File: src/rtl/port_uart_tx.sv
// port_uart_tx: byte-wide 8N1 UART transmitter for the output-port bus.
// tx_data and tx_start come from output ports. A 0->1 transition on
// tx_start launches one frame. status = {6'b0, done, busy} goes to an
// input port so the CPU can poll it.
//
// state | meaning
// ------+-----------------------------------------------------------
// IDLE  | line high, waiting for a tx_start rising edge
// START | start bit (low) for CLKS_PER_BIT cycles
// DATA  | eight data bits, LSB first, CLKS_PER_BIT cycles each
// STOP  | stop bit (high); a new edge here at terminal count chains
//       | straight into the next frame
module port_uart_tx #(
  parameter int unsigned CLKS_PER_BIT = 16
) (
  input  logic       clk,
  input  logic       reset,
  input  logic [7:0] tx_data,
  input  logic       tx_start,
  output logic       tx,
  output logic [7:0] status
);

  typedef enum logic [1:0] {IDLE, START, DATA, STOP} state_t;

  localparam logic [15:0] BAUD_LAST = 16'(CLKS_PER_BIT - 1);

  state_t      state;
  logic [15:0] baud_cnt;
  logic [2:0]  bit_cnt;
  logic [7:0]  shift_reg;
  logic        start_q;
  logic        busy;
  logic        done;
  logic        start_edge;
  logic        baud_tc;
  logic        accept;

  assign start_edge = tx_start & ~start_q;
  assign baud_tc    = (baud_cnt == BAUD_LAST);
  // A frame may begin from idle, or on the very edge the stop bit ends.
  assign accept     = start_edge & ((state == IDLE) | ((state == STOP) & baud_tc));
  assign status     = {6'b0, done, busy};

  // Edge-detect history; reset to 1 so a level held through reset is not an edge.
  always_ff @(posedge clk or negedge reset) begin
    if (!reset) start_q <= 1'b1;
    else        start_q <= tx_start;
  end

  // Frame sequencer with registered line and status outputs.
  always_ff @(posedge clk or negedge reset) begin
    if (!reset) begin
      state     <= IDLE;
      tx        <= 1'b1;
      busy      <= 1'b0;
      done      <= 1'b0;
      baud_cnt  <= '0;
      bit_cnt   <= '0;
      shift_reg <= '0;
    end else if (accept) begin
      shift_reg <= tx_data;
      done      <= 1'b0;
      busy      <= 1'b1;
      tx        <= 1'b0;
      baud_cnt  <= '0;
      state     <= START;
    end else begin
      case (state)
        IDLE: begin
          tx       <= 1'b1;
          baud_cnt <= '0;
        end
        START: begin
          if (baud_tc) begin
            baud_cnt <= '0;
            bit_cnt  <= '0;
            tx       <= shift_reg[0];
            state    <= DATA;
          end else begin
            baud_cnt <= baud_cnt + 16'd1;
          end
        end
        DATA: begin
          if (baud_tc) begin
            baud_cnt  <= '0;
            shift_reg <= shift_reg >> 1;
            if (bit_cnt == 3'd7) begin
              tx    <= 1'b1;
              state <= STOP;
            end else begin
              bit_cnt <= bit_cnt + 3'd1;
              tx      <= shift_reg[1];
            end
          end else begin
            baud_cnt <= baud_cnt + 16'd1;
          end
        end
        STOP: begin
          if (baud_tc) begin
            baud_cnt <= '0;
            busy     <= 1'b0;
            done     <= 1'b1;
            state    <= IDLE;
          end else begin
            baud_cnt <= baud_cnt + 16'd1;
          end
        end
        default: begin
          tx    <= 1'b1;
          state <= IDLE;
        end
      endcase
    end
  end

endmodule

File: config.mk
export PLATFORM = sky130hd
export DESIGN_NAME = port_uart_tx
export DESIGN_NICKNAME = d
export VERILOG_FILES = /design/src/rtl/port_uart_tx.sv
export SDC_FILE = /design/constraint.sdc
export NUM_CORES = 1
export LEC_CHECK = 0
export ABC_AREA = 1
export BUFFER_PORTS_ARGS = -buffer_cell sky130_fd_sc_hd__buf_2
export CAP_MARGIN = 20
export CELL_PAD_IN_SITES_DETAIL_PLACEMENT = 0
export CELL_PAD_IN_SITES_GLOBAL_PLACEMENT = 2
export CORE_ASPECT_RATIO = 0.9
export CORE_MARGIN = 2
export CORE_UTILIZATION = 36
export DETAILED_ROUTE_END_ITERATION = 6
export PLACE_DENSITY = 0.86
export SLEW_MARGIN = 10
export SYNTH_ARGS = -nofsm -noshare
export SYNTH_HDL_FRONTEND = slang
export SYNTH_SLANG_ARGS = --single-unit
File: constraint.sdc
create_clock -name clk -period 4.04 [get_ports clk]
set_input_delay 0.202 -clock clk [delete_from_list [all_inputs] [get_ports clk]]
set_output_delay 0.202 -clock clk [all_outputs]
set_load 0.02 [all_outputs]
**Yosys cells after proc, flatten, opt, wreduce, memory -nomap -nowiden**

Cells that the tools add are included.

- Add/sub/neg operators: 2
- Equality and inequality tests: 12
- Mux-type cells: 27
- Bitwise logic cells: 6
- Reduce and logical (&&, ||, !) cells: 13

Operator list:

| kind | count |
|---|---|
| $mux 16 | 2 |
| $pmux 16 s2 | 1 |
| $mux 8 | 3 |
| $add 16x1->16 const B | 1 |
| $eq 16x4->1 const B | 1 |
| $ne 3x3->1 const B | 4 |
| $mux 1 | 10 |
| $mux 2 | 5 |
| $reduce_and 5->1 | 2 |
| $mux 3 | 3 |
| $reduce_bool 2->1 | 4 |
| $reduce_bool 4->1 | 2 |
| $ne 2x2->1 const B | 3 |
| $pmux 2 s3 | 1 |
| $pmux 3 s2 | 1 |
| $eq 2x2->1 const B | 2 |
| $reduce_and 2->1 | 2 |
| $add 3x1->3 const B | 1 |
| $and 1x1->1 | 3 |
| $eq 3x3->1 const B | 1 |
| $pmux 1 s3 | 1 |
| $reduce_and 3->1 | 1 |
| $reduce_or 3->1 | 1 |
| $eq 2x1->1 const B | 1 |
| 3 further kinds | 4 |

- Register bits after elaboration: 33
- Bits of input ports: 11
- Output and inout port bits: 9
- Logic and storage cells: 68

**Depth between registers and ports, before layout**

- Depth in word-level cells: 6
- Gate-level depth with buffers: 12
- Gate-level depth less buffers: 10

**Worst setup path before layout**

No wires, ideal clock.

- Kind: reg-to-reg
- From: register baud_cnt[0]
- To: register shift_reg[5]
- Setup time: 0.117 ns
- Arrival time: 1.565 ns
- Data required time: 3.923 ns
- Slack: 2.359 ns
- Cell stages (with the launch flop): 13
- Path buffers: 2
- Cells stage by stage: dfrtp_1 > ha_1 > nand3_2 > nor2_4 > nand3_4 > nand2_4 > nand2_4 > buf_6 > buf_6 > nand2_1 > nand2_1 > nand2_1 > nand2_1

- Longest elaborated chain between the ends: 6
- Elaborated cells on any way between the ends: 8

RTL lines:

| element | RTL line | text |
|---|---|---|
| from (decl) | 29 | `logic [15:0] baud_cnt;` |
| from (signal assigned) | 81 | `baud_cnt <= baud_cnt + 16'd1;` |
| from (signal assigned) | 96 | `baud_cnt <= baud_cnt + 16'd1;` |
| from (signal assigned) | 106 | `baud_cnt <= baud_cnt + 16'd1;` |
| $eq 16x4->1 * | 40 | `assign baud_tc = (baud_cnt == BAUD_LAST);` |
| $and 1x1->1 | 42 | `assign accept = start_edge & ((state == IDLE) \| ((state == STOP) & baud_tc));` |
| $or 1x1->1 | 42 |  |
| $and 1x1->1 | 42 |  |
| $reduce_bool 2->1 (no source line) | n/a |  |
| $reduce_and 2->1 (no source line) | n/a |  |
| to (signal assigned) | 62 | `shift_reg <= tx_data;` |
| to (signal assigned) | 87 | `shift_reg <= shift_reg >> 1;` |
| to (decl) | 31 | `logic [7:0] shift_reg;` |

Mark *: on every way between the ends. The rest lies on a longest branch, timed or not.
A chain may end at the register's enable or synchronous reset.

**Worst setup path after layout**

Same ends and word-level chain as after synthesis.

==> qor.csv <==
metric,value,unit
flop2flop setup slack,2.08,ns
min cycle time layout,1.962,ns
final setup vio count,0,
Root Driver,clkbuf_8,
GPL Wtd Cong,0.8411,
worst vdd ir,0.0001455,V
total power,674.7,uW
largest net degree at the start of global routing,34,
Finished Cell Area,2201,sq um
ys async rst share,100.0,%
Synth cell types,28,
CP Max Fanout,20,
WS Path Type,flip-flop to flip-flop,
pre-CTS WS,2.065,ns
ranking of synthesized cells by area,"dfrtp_1, nand2_1, nor2_1",
DRC Markers,0,
setup_tns,0,ns
crit end category,flip-flop,
Hold Crit Class,input pin to asynchronous set/reset pin,
Core ar.,5318,sq um
Hold Slack,-0.01501,ns
clock sinks,33,
post-synth top area share,38.65,%
Cell Rows,25,
vias in the first global route,1540,
Die X,82.71,microns
CP max stage cell,dfrtp_1,
Antenna Nets Post-Route,0,
skew final,0.007387,ns
Final Cycle Share,48.55,%
Routed wire per std cell,12.02,microns
Yosys reg bits,33,
DP Area,2085,sq um
GRT Util Overall,15.47,%
pwr dens,306.5,nW/um^2
leakage dissipation,1.127,nW
Detailed Route Iter0 Violations,87,
Mapped Area,2007,sq um
global route total overflow,0,
Slew headroom,47.49,%
Avg Synthesized Cell Area,7.489,sq um
violated checks,hold timing,
Area Growth Syn to Fin,9.663,%
Required @ worst endpoint,4.22,ns
drt first pass iters,6,
worst r2r src,baud_cnt[0],
HPWL after detailed placement,3.053,mm
worst-path cell chain,ha_1 -> nand3_2 -> nor2_4 -> nand3_4 -> nand2_4 -> nand2_4 -> o21ai_4 -> inv_1 -> nand2_1 -> nand2_1,
global-route wire length before repair,7.251,mm
RR Endpoint,shift_reg[5],
DRT Wirelength,4.207,mm
nets,301,
Worst-Skew Late Latency,0.28,ns
share of layout cells above drive strength 1,12.37,%
Max Freq,509.8,MHz
CTS Hold Bufs,0,
part of the Yosys area used for sequential elements,41.27,%
CP max stage delay,0.40,ns
fin worst setup slack,2.078,ns
Yosys top cell by area,dfrtp_1,
Clock Path Buffers,2,
Starting Density,37.74,%
Crit. Startpoint,baud_cnt[0],
port bufs,13,
clock slew at reported path FFs,0.07,ns
CTS tree,built,
crit path DAT,2.14,ns
post-cts sizing count,0,
Slew @ Worst Pin,0.7876,ns
drt via density,4.763,
fin. max-slew vios,0,
Via Count,1667,
status,finished with violations,
die area,6189,sq um
Final Hold Fails,8,
io pins,20,
crit path to,shift_reg[5],
H-tree Lvls,2,
Post-synth EDFFs,0,
post-CTS setup buffers,0,
critical path startpoint category,flip-flop,
Synth Warn #,0,
number of buffers created by CTS,5,
ys flop type,dfrtp_1,
Antenna Cells,0,
die height,74.84,microns
unrepaired setup endpoints after global routing,false,
post-synthesis cell count,268,
Max-cap violations,0,
Reg2Reg Depth,10,
max FFs per register,16,
initial antenna violation count,0,
[critical path: cells and delay by family (launching register included)]
| kind | cells | cell delay [ns] |
|---|---|---|
| AND/OR/NAND/NOR | 7 | 0.83 |
| buffers and inverters | 1 | 0.20 |
| adder cells (fa/ha/maj) | 1 | 0.26 |
| AO/OA/AOI/OAI | 1 | 0.16 |
| flip-flops | 1 | 0.40 |
[final cells by class]
cell class | instances | area, sq um
fill | 583 | 3117
multi-input combinational | 203 | 1010
sequential | 33 | 828.3
inverter | 26 | 97.59
clock buffer | 7 | 86.33
tap | 67 | 83.83
timing repair buffer | 13 | 65.06
clock inverter | 1 | 30.03
[cells in the mapped netlist, types with 3 or more instances]
library cell  count
nand2_1          93
nor2_1           39
xor2_1            3
ha_1              8
inv_1            26
nand3b_1          3
o21ai_0           4
nand4_1           4
dfrtp_1          31
buf_4             9
nand2_2           4
nand3_1          12
nor3_1            9
[metal layers]
metal	track usage, %	vias up	wire (microns)
met5	0	-	0
met4	6.557	0	22
met3	2.638	2	197
met2	20.25	36	1696
li1	-	857	-
met1	24.64	772	2290
[power breakdown]
group | internal [mW] | switching (mW)
Sequential | 0.331 | 0.000130
Combinational | 0.00361 | 0.0142
Clock | 0.201 | 0.124
[layout by cell type (no fill, tap or decap), types with 3 or more instances in the layout]
master,n
nor2_1,39
o21ai_0,4
nand4_1,4
inv_1,26
conb_1,6
buf_2,13
xor2_1,3
nor3_1,9
nand2_1,93
nand3b_1,3
ha_1,8
nand3_1,12
dfrtp_1,31
nand2_2,4
clkbuf_8,6
[stage by stage]
stage | hold slack [ns] | cells | util (%)
2_1_floorplan | -0.09359 | 273 | -
3_3_place_gp | 0.3284 | 342 | 39.20
3_5_place_dp | 0.3326 | 342 | 39.20
4_1_cts | 0.02216 | 350 | 41.39
5_1_grt | 0.02434 | 350 | 41.39
6_report | -0.01501 | 350 | 41.39
[logic make-up after synthesis]
family	Yosys count	synth area share, %
simple gates	170	37.09
fa+ha+maj	8	4.988
compound gates	15	5.362
buf+inv	37	9.351
other cells	1	0.1869
flops	33	41.27
xor+xnor	4	1.746
[worst min-delay path by stage]
stage,endpoint,slack (ns),from,cells past startpoint
floorplan,baud_cnt[0],-0.09,reset,0
detailed placement,baud_cnt[12],0.33,reset,1
global placement,baud_cnt[11],0.33,reset,1
finish,baud_cnt[12],-0.02,reset,1
CTS,baud_cnt[12],0.02,reset,1
global route,start_q,0.02,tx_start,1
No activity file was read; power rests on OpenSTA's default activity.
